**src/rtl/vga_frame_fetch_arbiter.sv**
```systemverilog
// vga_frame_fetch_arbiter: shares one synchronous single-port game RAM between the CPU and a
// once-per-frame VGA fetch of the ship X / ship Y+status words, published as a tear-free pair.
`default_nettype none

module vga_frame_fetch_arbiter #(
   parameter int                 ADDR_W      = 16,
   parameter int                 DATA_W      = 16,
   parameter logic [ADDR_W-1:0]  SHIP_X_ADDR = 16'h3FF0,
   parameter logic [ADDR_W-1:0]  SHIP_Y_ADDR = 16'h3FF1,
   parameter logic [7:0]         TIMEOUT     = 8'd64
) (
   input  logic              clk,
   input  logic              reset,
   input  logic              frame_start,
   input  logic              cpu_req,
   input  logic              cpu_we,
   input  logic [ADDR_W-1:0] cpu_addr,
   input  logic [DATA_W-1:0] cpu_wdata,
   output logic              cpu_grant,
   output logic [DATA_W-1:0] cpu_rdata,
   output logic              cpu_rvalid,
   output logic [ADDR_W-1:0] mem_addr,
   output logic              mem_we,
   output logic [DATA_W-1:0] mem_wdata,
   input  logic [DATA_W-1:0] mem_rdata,
   output logic [DATA_W-1:0] ram_out1,
   output logic [DATA_W-1:0] ram_out2,
   output logic              frame_data_valid,
   output logic              fetch_overrun
);

   // Status word with only the not-started flag set, so the display shows the start screen.
   localparam logic [DATA_W-1:0] OUT2_RST = DATA_W'(16'h1000);

   typedef enum logic [2:0] {
      S_IDLE  = 3'd0,
      S_REQ_X = 3'd1,
      S_CAP_X = 3'd2,
      S_REQ_Y = 3'd3,
      S_CAP_Y = 3'd4
   } state_t;

   state_t            state_q, state_d;
   logic [7:0]        wait_cnt_q, wait_cnt_d;
   logic [DATA_W-1:0] shadow_x_q, shadow_x_d;
   logic [DATA_W-1:0] ram_out1_q, ram_out1_d;
   logic [DATA_W-1:0] ram_out2_q, ram_out2_d;
   logic              frame_valid_q, frame_valid_d;
   logic              overrun_q, overrun_d;
   logic              rvalid_q, rvalid_d;

   logic              in_req;
   logic              vga_win;

   // The VGA side only competes in the two request states; the CPU owns the port otherwise.
   always_comb begin
      in_req    = (state_q == S_REQ_X) || (state_q == S_REQ_Y);
      vga_win   = in_req && (!cpu_req || (wait_cnt_q == TIMEOUT));
      cpu_grant = cpu_req && !vga_win;
   end

   always_comb begin
      mem_addr  = '0;
      mem_we    = 1'b0;
      mem_wdata = '0;
      if (vga_win) begin
         mem_addr = (state_q == S_REQ_X) ? SHIP_X_ADDR : SHIP_Y_ADDR;
      end else if (cpu_grant) begin
         mem_addr  = cpu_addr;
         mem_we    = cpu_we;
         mem_wdata = cpu_wdata;
      end
   end

   always_comb begin
      state_d       = state_q;
      wait_cnt_d    = wait_cnt_q;
      shadow_x_d    = shadow_x_q;
      ram_out1_d    = ram_out1_q;
      ram_out2_d    = ram_out2_q;
      frame_valid_d = 1'b0;
      overrun_d     = overrun_q | (frame_start && (state_q != S_IDLE));
      rvalid_d      = cpu_grant && !cpu_we;

      case (state_q)
         S_IDLE: begin
            if (frame_start) begin
               state_d    = S_REQ_X;
               wait_cnt_d = 8'd0;
            end
         end
         S_REQ_X: begin
            // Losing here implies wait_cnt is below TIMEOUT, so the count saturates by itself.
            if (vga_win) state_d = S_CAP_X;
            else         wait_cnt_d = wait_cnt_q + 8'd1;
         end
         S_CAP_X: begin
            shadow_x_d = mem_rdata;
            state_d    = S_REQ_Y;
         end
         S_REQ_Y: begin
            if (vga_win) state_d = S_CAP_Y;
            else         wait_cnt_d = wait_cnt_q + 8'd1;
         end
         S_CAP_Y: begin
            ram_out1_d    = shadow_x_q;
            ram_out2_d    = mem_rdata;
            frame_valid_d = 1'b1;
            state_d       = S_IDLE;
         end
         default: state_d = S_IDLE;
      endcase
   end

   always_ff @(posedge clk or negedge reset) begin
      if (!reset) begin
         state_q       <= S_IDLE;
         wait_cnt_q    <= 8'd0;
         shadow_x_q    <= '0;
         ram_out1_q    <= '0;
         ram_out2_q    <= OUT2_RST;
         frame_valid_q <= 1'b0;
         overrun_q     <= 1'b0;
         rvalid_q      <= 1'b0;
      end else begin
         state_q       <= state_d;
         wait_cnt_q    <= wait_cnt_d;
         shadow_x_q    <= shadow_x_d;
         ram_out1_q    <= ram_out1_d;
         ram_out2_q    <= ram_out2_d;
         frame_valid_q <= frame_valid_d;
         overrun_q     <= overrun_d;
         rvalid_q      <= rvalid_d;
      end
   end

   assign cpu_rdata        = mem_rdata;
   assign cpu_rvalid       = rvalid_q;
   assign ram_out1         = ram_out1_q;
   assign ram_out2         = ram_out2_q;
   assign frame_data_valid = frame_valid_q;
   assign fetch_overrun    = overrun_q;

endmodule

`default_nettype wire

```
**config.mk**
```make
export PLATFORM = sky130hd
export DESIGN_NAME = vga_frame_fetch_arbiter
export DESIGN_NICKNAME = d
export VERILOG_FILES = /design/src/rtl/vga_frame_fetch_arbiter.sv
export SDC_FILE = /design/constraint.sdc
export NUM_CORES = 1
export LEC_CHECK = 0
export CAP_MARGIN = 20
export CORE_MARGIN = 2
export CORE_UTILIZATION = 37
export DETAILED_ROUTE_END_ITERATION = 16
export PLACE_DENSITY = 0.76
export SYNTH_ARGS = -nofsm -noshare
export SYNTH_HDL_FRONTEND = slang
export SYNTH_SLANG_ARGS = --single-unit
```
**constraint.sdc**
```tcl
create_clock -name clk -period 1.7 [get_ports clk]
set_input_delay 0.255 -clock clk [delete_from_list [all_inputs] [get_ports clk]]
set_output_delay 0.255 -clock clk [all_outputs]
set_load 0.02 [all_outputs]
```
# Word-level counts from Yosys, hierarchy flattened
# Index checks and enable logic that the tools add are counted.
[classes] multipliers=0 eq_ne=9 reduce_logical=15 muxes=15 n_shift=0 add_sub_neg=1 div_mod_pow=0 bitwise=1 magnitude_cmp=0
[ops] cell="2-to-1 mux 16 bit" n=4
[ops] cell="2-to-1 mux 8 bit" n=2
[ops] cell="case mux 8 bit (2 select lines)" n=1
[ops] cell="case mux 3 bit (4 select lines)" n=1
[ops] cell="2-to-1 mux 3 bit" n=3
[ops] cell="adder 8 x 1 -> 8 bit, second input constant" n=1
[ops] cell="equality test 8 x 7 -> 1 bit, second input constant" n=1
[ops] cell="inequality test 2 bit, second input constant" n=4
[ops] cell="equality test 3 x 2 -> 1 bit, second input constant" n=2
[ops] cell="AND reduction 3 bit" n=2
[ops] cell="logical AND 1 bit" n=4
[ops] cell="2-to-1 mux 1 bit" n=4
[ops] cell="equality test 3 x 1 -> 1 bit, second input constant" n=1
[ops] cell="equality test 3 bit, second input constant" n=1
[ops] cell="logical NOT 1 bit" n=3
[ops] cell="logical NOT 3 bit" n=1
[ops] cell="nonzero test 3 bit" n=1
[ops] cell="logical OR 1 bit" n=2
[ops] cell="nonzero test 2 bit" n=1
[ops] cell="OR reduction 2 bit" n=1
[ops] cell="OR 1 bit" n=1
[totals] latchBits=0 out_inout_bits=85 memories=0 wordCells=49 ramBits=0 register_bits=62 rom_bits=0

# Longest topological paths before layout
# Gate-level depths: netlist of run 1.
[depth] ltp_word=7 mapped_depth=6

# Worst setup path after synthesis of run 1
# Ideal clock, no wire load.
[synth_path] path_type="flip-flop to output port" from="reg wait_cnt_q[5]" to="out mem_addr[0]" arrival_ns=1.520 path_stages_with_launch=6 path_slack_ns=-0.075 cell_sequence="dfrtp_1 > nor4b_4 > nand3_2 > o21a_4 > buf_6 > o2bb2ai_1"
[synth_via] elab_chain_len=7
[synth_rtl] item="from (decl)" line_no="44" rtl="logic [7:0] wait_cnt_q, wait_cnt_d;"
[synth_rtl] item="from (signal assigned)" line_no="127" rtl="wait_cnt_q <= wait_cnt_d;"
[synth_rtl] item="equality test 8 x 7 -> 1 bit" line_no="58" rtl="vga_win = in_req && (!cpu_req || (wait_cnt_q == TIMEOUT));"
[synth_rtl] item="logical OR 1 bit" line_no="58"
[synth_rtl] item="logical AND 1 bit" line_no="58"
[synth_rtl] item="logical NOT 1 bit" line_no="59" rtl="cpu_grant = cpu_req && !vga_win;"
[synth_rtl] item="logical AND 1 bit" line_no="59"
[synth_rtl] item="named net cpu_grant" line_no="19" rtl="output logic cpu_grant,"
[synth_rtl] item="2-to-1 mux 16 bit" line_no="68" rtl="end else if (cpu_grant) begin"
[synth_rtl] item="2-to-1 mux 16 bit" line_no="66" rtl="if (vga_win) begin"
[synth_rtl] item="to (decl)" line_no="22" rtl="output logic [ADDR_W-1:0] mem_addr,"
# The timed path passes the listed nets, and every way through them passes these cells.

# Worst setup path in the final report of run 1
[layout_path] from="reg wait_cnt_q[7]" to="out mem_wdata[10]"
[layout_via] elab_chain_len=7
[layout_rtl] item="equality test 8 x 7 -> 1 bit (*)" line_no="58"
[layout_rtl] item="logical OR 1 bit (*)" line_no="58"
[layout_rtl] item="logical AND 1 bit (*)" line_no="58"
[layout_rtl] item="logical NOT 1 bit" line_no="59"
[layout_rtl] item="logical AND 1 bit" line_no="59"
[layout_rtl] item="2-to-1 mux 16 bit" line_no="68"
[layout_rtl] item="2-to-1 mux 16 bit (*)" line_no="66"
[layout_rtl] item="to (decl)" line_no="24" rtl="output logic [DATA_W-1:0] mem_wdata,"
# Every way passes the cells marked *; elsewhere a longest branch is shown, timed or not.

==> metrics.md, run 1 <==
| Metric | Value |
|---|---|
| Vias in the first global route | 2472 |
| DRC | 0 |
| GR Layer Usage met3 | 5.06% |
| Gate count of the mapped netlist | 236 |
| Tmin final | 2070 ps |
| Vias per cell | around 4.8 |
| Crit path max-delay family | simple AND/OR/NAND/NOR gates |
| Max Slew Vio Count | 0 |
| Placed Area | 4560 um2 |
| Pwr Density | 1590 nW/um2 |
| WL final | 7270 um |
| Crit. End Element | primary output |
| Setup slack, reg-to-reg | ~30 ps |
| Violated checks | negative setup slack |
| Max VDD drop | 0.710 mV |
| Fin nets | 450 |
| Total Die Area | between 8000 and 9000 um2 |
| Design Area, Final | roughly 5000 um2 |
| Number of antenna violations at the first check in global routing | 0 |
| Layout cells sized above 1 | 46.5% |
| CTS sink count | 62 |
| Worst min path class | primary input to async pin |
| Worst path arrival time | 1810 ps |
| CTS clk-pin slew, worst paths | 70 ps |
| First-pass iteration count of the detailed router | 4 |
| Overall Global Routing Usage | 16.8% |
| # setup viols final | 34 |
| Setup slack after layout | -366 ps |
| Final Hold Viols | 0 |
| WP data required | 1440 ps |
| Sequential fraction of the synthesis area | 52.1% |
| Initial DRC count | 26 |
| Period Utilization, post-route | 122% |
| Synth Warn # | 0 |
| Antenna cells | 0 |
| Port Buf Inserts | 137 |
| Routability cong. | 0.843 |
| Row count | 32 |
| Largest net degree at the start of global routing | 42 |
| Synth top area cells | dfrtp_1 51%, mux2_2 19%, and2_4 5.3%, buf_4 4.0%, nand2_1 2.8% |
| Cells along the critical path | nor4b_4, nand3_4, o21a_4, and2_4, buf_6 |
| Grt total ovfl | 0 |
| EDFF count, synth | 0 |
| First-pass GRT wire length | 11400 um |
| Post-synth ARST share | 100% |
| Drt wl/cell | 14.5 um |
| Worst Path Buf+Inv | 1 |
| GR peak layer | met2 |
| Clock buffer depth | 2 |
| Post-route ant nets | 0 |
| Met1 Use GR | 19.1% |
| Placed insts | 480 |
| Status | complete, but fails checks |
| I/O pin count | around 140 |
| Initial core utilization | 38.4% |
| Syn Area/Cell | 12.6 um2 |
| Max Clock Skew | 4.51 ps |
| Max Clock Freq | 484 MHz |
| Synth cell types | 42 |
| Fin util | between 60% and 70% |
| Synth top area share | 51.2% |
| Clock Root Buffer | clkbuf_8 |
| Commonest non-fill, non-tap cell in the layout | clkdlybuf4s50_1 |
| WS Path Type | flop to primary output |
| Worst path max stage delay | between 400 and 500 ps |
| Critical Path Source Type | flop |
| Static leakage | around 2.2 nW |
| Grt met2 use | 28.7% |
| Area leader, netlist | dfrtp_1 |
| Area Overhead vs Synth | 68.5% |
| CTS Buf Count | 9 |
| Hold slack | 448 ps |
| DP HPWL | 5290 um |
| Core ar. | 7770 um2 |
| Most frequent cells in the layout | 100 x clkdlybuf4s50_1, 60 x dfrtp_1, 49 x mux2_2, 35 x buf_6, 28 x buf_4 |
| Syn nets | between 200 and 300 |
| Max Cap Viol | 0 |
| H-tree Lvls | 3 |
| Unrepaired setup endpoints after global routing | true |
| Die Wd | 93.7 um |
| Rel. slew slack | roughly 66% |
| Post-synth top flop | dfrtp_1 |
| Netlist Area Pre-Place | slightly below 3000 um2 |
| Skew-Pair Late Insertion Delay | approximately 330 ps |
| CTS tree | done |
| Final Instance Count excl. Fillers | ~500 |
| Routed via count | 2401 |
| Place WS | -490 ps |
| Slowest cell on crit path | dfrtp_1 |
| Worst Path Max Fanout | 7 |
| Worst-Margin Slew | approximately 520 ps |
| Die Height | 93.7 um |
| Synthesized flop and latch total | between 60 and 70 |
[logic make-up after synthesis]
family / Yosys count / share of synthesized area (%)
mux: 50 / 18.9
flops: 62 / 52.1
simple gates: 73 / 15.5
fa+ha+maj: 2 / 0.840
buf+inv: 31 / 6.68
compound gates: 18 / 6.01
[registers in the layout, indices dropped and copies added, names as in the netlist]
name,cells
frame_data_valid,1
shadow_x_q,16
cpu_rvalid,1
fetch_overrun,1
ram_out2,16
state_q,3
wait_cnt_q,8
ram_out1,16
[cell type report]
class                   count  area (um2)
multi-input cells         147        1390
repair buffers            169        1680
fillers                   600        2750
well taps                 102         128
clock buffers              10         138
flip-flops and latches     62        1550
inverters                   6        22.5
clock inverters             6         109
[where the power goes]
part	switching (mW)	internal, mW
combinational	1.77	2.12
clock	0.566	1.01
sequential	0.353	2.15
total	2.68	5.28
[path summary, 6_finish.rpt]
check,start,cells past startpoint,endpoint
max in group asynchronous,reset,3,shadow_x_q[3]$_DFFE_PN0N_
hold / removal,reset,3,ram_out1[15]$_DFFE_PN0P_
setup / recovery,wait_cnt_q[7]$_DFFE_PN0P_,5,mem_wdata[10]
hold reg to reg,fetch_overrun$_DFF_PN0_,1,fetch_overrun$_DFF_PN0_
min in group clk,fetch_overrun$_DFF_PN0_,1,fetch_overrun$_DFF_PN0_
setup reg to reg,wait_cnt_q[7]$_DFFE_PN0P_,6,wait_cnt_q[6]$_DFFE_PN0P_
[routing by layer]
metal | routed length (um) | share of wire, % | vias up
met5 | 0 | 0 | -
met4 | 172 | 2.4 | 0
met3 | 602 | 8.3 | 14
met2 | 3590 | 49 | 118
met1 | 2910 | 40 | 1142
li1 | - | - | 1127
[cell usage after synthesis, types with 3 or more instances]
master and instances:
dfrtp_1 61, mux2_2 49, nand2_1 22, and2_4 18, buf_4 16, buf_2 6
inv_1 6, nor3_1 5, and2_1 4, and3_1 4, nor2_1 3, nor2b_1 3
o21ai_0 3
[worst register-to-register path, cell delays in order, from the launching register on]
cell      delay (ps)
dfrtp_1          410
nor4b_4          350
buf_4            190
a311oi_4         100
buf_6            150
and3_4           160
a211o_1          220
[timing repair]
action / in CTS / in global routing
setup buffers: 0 / 1
cloned: 4 / 0
endpoints found under the setup margin: 35 / 40
pin swaps: 30 / 6
hold endpoints to repair: 52 / 0
resized for setup: 229 / 5
hold buffers: 1 / 0
[per-stage QoR]
| stage | setup TNS, ps | power [mW] |
|---|---|---|
| after floorplan | -475 | 4.46 |
| after global placement | -15540 | 6.10 |
| after detailed placement | -16420 | 6.22 |
| after CTS | -12940 | 8.00 |
| after global routing | -14290 | 8.44 |
| final | -11150 | 7.97 |
Power figures use the tool's default switching activity.
==> run 2: changes to the inputs <==
- CORE_MARGIN: 2 -> not set
==> run 2 against run 1 <==
- sequential share of layout area increased by 0.37 points
- register-to-register slack got worse by 70 ps
- combinational power about the same
- largest cell class unchanged
- power decreased by 5.7%
- first-iteration DRC count increased by 65%
- critical path type unchanged
- the run still ends with negative setup slack left
- sequential cell count unchanged
==> metrics.md, run 2 (synthesized netlist as in run 1, its figures left out) <==
| Metric | Value |
|---|---|
| Clock buffer depth | 2 |
| Routability cong. | a little under 0.9 |
| Row count | 32 |
| Hold slack | between 300 and 400 ps |
| First-pass iteration count of the detailed router | 4 |
| Initial DRC count | 43 |
| I/O pin count | about 140 |
| Violated checks | negative setup slack |
| Clock Root Buffer | clkbuf_8 |
| Placed insts | 478 |
| Port Buf Inserts | 137 |
| Most frequent cells in the layout | 100 x clkdlybuf4s50_1, 60 x dfrtp_1, 49 x mux2_2, 35 x buf_6, 28 x buf_4 |
| Worst min path class | primary input to async pin |
| DRC | 0 |
| Critical Path Source Type | flop |
| Post-route ant nets | 0 |
| CTS clk-pin slew, worst paths | ~70 ps |
| Setup slack, reg-to-reg | -40 ps |
| Antenna cells | 0 |
| Skew-Pair Late Insertion Delay | 330 ps |
| Worst Path Max Fanout | 7 |
| Vias in the first global route | 2497 |
| WP data required | around 1400 ps |
| Fin nets | about 450 |
| Worst path arrival time | 1840 ps |
| Total Die Area | between 8000 and 9000 um2 |
| Static leakage | 2.18 nW |
| Final Instance Count excl. Fillers | 503 |
| Fin util | 63.9% |
| Clk network pwr share | between 10 and 15% |
| Die Wd | 91.7 um |
| # setup viols final | 36 |
| Initial core utilization | 38.4% |
| DP HPWL | 5170 um |
| Routed via count | 2432 |
| Overall Global Routing Usage | 17.7% |
| Rel. slew slack | between 70 and 80% |
| Unrepaired setup endpoints after global routing | true |
| Final Power | 7.51 mW |
| Tmin final | 2090 ps |
| Final Hold Viols | 0 |
| Layout cells sized above 1 | 46.9% |
| RR Startpoint | wait_cnt_q[0]$_DFFE_PN0P_ |
| Setup TNS | -12380 ps |
| Critical R2R Capture | wait_cnt_q[4]$_DFFE_PN0P_ |
| CTS Buf Count | 9 |
| Setup slack after layout | -393 ps |
| First-pass GRT wire length | roughly 12000 um |
| Crit. End Element | primary output |
| Status | complete, but fails checks |
| Drt wl/cell | 14.5 um |
| Logic pwr share | 52.1% |
| Vias per cell | between 4 and 5 |
| WS Path Type | flop to primary output |
| Max Cap Viol | 0 |
| CTS sink count | 62 |
| Design Area, Final | 4960 um2 |
| Placed Area | 4560 um2 |
| Max VDD drop | around 0.62 mV |
| Area Overhead vs Synth | 66.5% |
| Grt total ovfl | 0 |
| Pwr Density | 1510 nW/um2 |
| Pint | 4.84 mW |
| Switch Pwr | around 2.7 mW |
| Core ar. | 7770 um2 |
| Place WS | -544 ps |
| WL final | 7310 um |
| Die Height | 91.7 um |
| Worst-Margin Slew | 409 ps |
| Period Utilization, post-route | 123% |
| Number of antenna violations at the first check in global routing | 0 |
| Commonest non-fill, non-tap cell in the layout | clkdlybuf4s50_1 |
| Sequential Power Share | 33.4% |
| Switching share of total power | a little over a third |
| Largest net degree at the start of global routing | 35 |
| H-tree Lvls | 3 |
| Max Clock Freq | 478 MHz |
| Max Clock Skew | 4.92 ps |
| Max Slew Vio Count | 0 |
| CTS tree | done |
| Worst Reg-to-Reg Cells | 6 |
==> run 2: power groups by stage <==
stage	registers (mW)	logic, mW	clock network (mW)
6_report	2.51	3.91	1.09
3_5_place_dp	2.54	3.65	0
3_3_place_gp	2.50	3.58	0
2_1_floorplan	2.96	1.50	0
4_1_cts	2.52	3.82	1.13
5_1_grt	2.60	4.15	1.20
==> run 2: worst max-delay path: stages (launching register included) <==
cell and delay, ps:
dfrtp_1 410, nor4b_4 370, nand3_4 190, o21a_4 280, and2_4 140, buf_6 120
==> run 2: how the worst max path moves through the flow <==
| stage | start | to | slack, ps | cells past startpoint |
|---|---|---|---|---|
| after floorplan | wait_cnt_q[4]$_DFFE_PN0P_ | mem_wdata[10] | -20 | 5 |
| after global placement | wait_cnt_q[7]$_DFFE_PN0P_ | mem_addr[0] | -470 | 5 |
| after detailed placement | wait_cnt_q[7]$_DFFE_PN0P_ | mem_addr[0] | -540 | 5 |
| after CTS | wait_cnt_q[4]$_DFFE_PN0P_ | mem_wdata[11] | -440 | 5 |
| after global routing | wait_cnt_q[5]$_DFFE_PN0P_ | mem_addr[0] | -490 | 5 |
| final | wait_cnt_q[5]$_DFFE_PN0P_ | mem_wdata[11] | -390 | 5 |
==> run 2: repair_timing <==
| action | CTS | global route |
|---|---|---|
| gates cloned | 4 | 0 |
| endpoints found under the hold margin | 13 | 0 |
| resized for setup | 228 | 8 |
| setup endpoints to repair | 36 | 39 |
| setup buffers | 0 | 4 |
| pin swaps | 32 | 11 |
| hold buffers | 1 | 0 |
==> run 2: area by class of cell <==
cell class	instances	area (um2)
tap	102	128
clock inverter	4	22.5
clock buffer	12	145
timing repair buffer	170	1700
inverter	6	22.5
sequential	62	1550
fill	612	2810
multi-input combinational	147	1390
==> run 2: layer usage <==
metal,global-route usage [%],vias up,wire length [um]
met3,6.14,17,550
met4,7.81,0,191
met2,30.6,118,3700
met5,0,-,0
li1,-,1121,-
met1,19.8,1176,2860
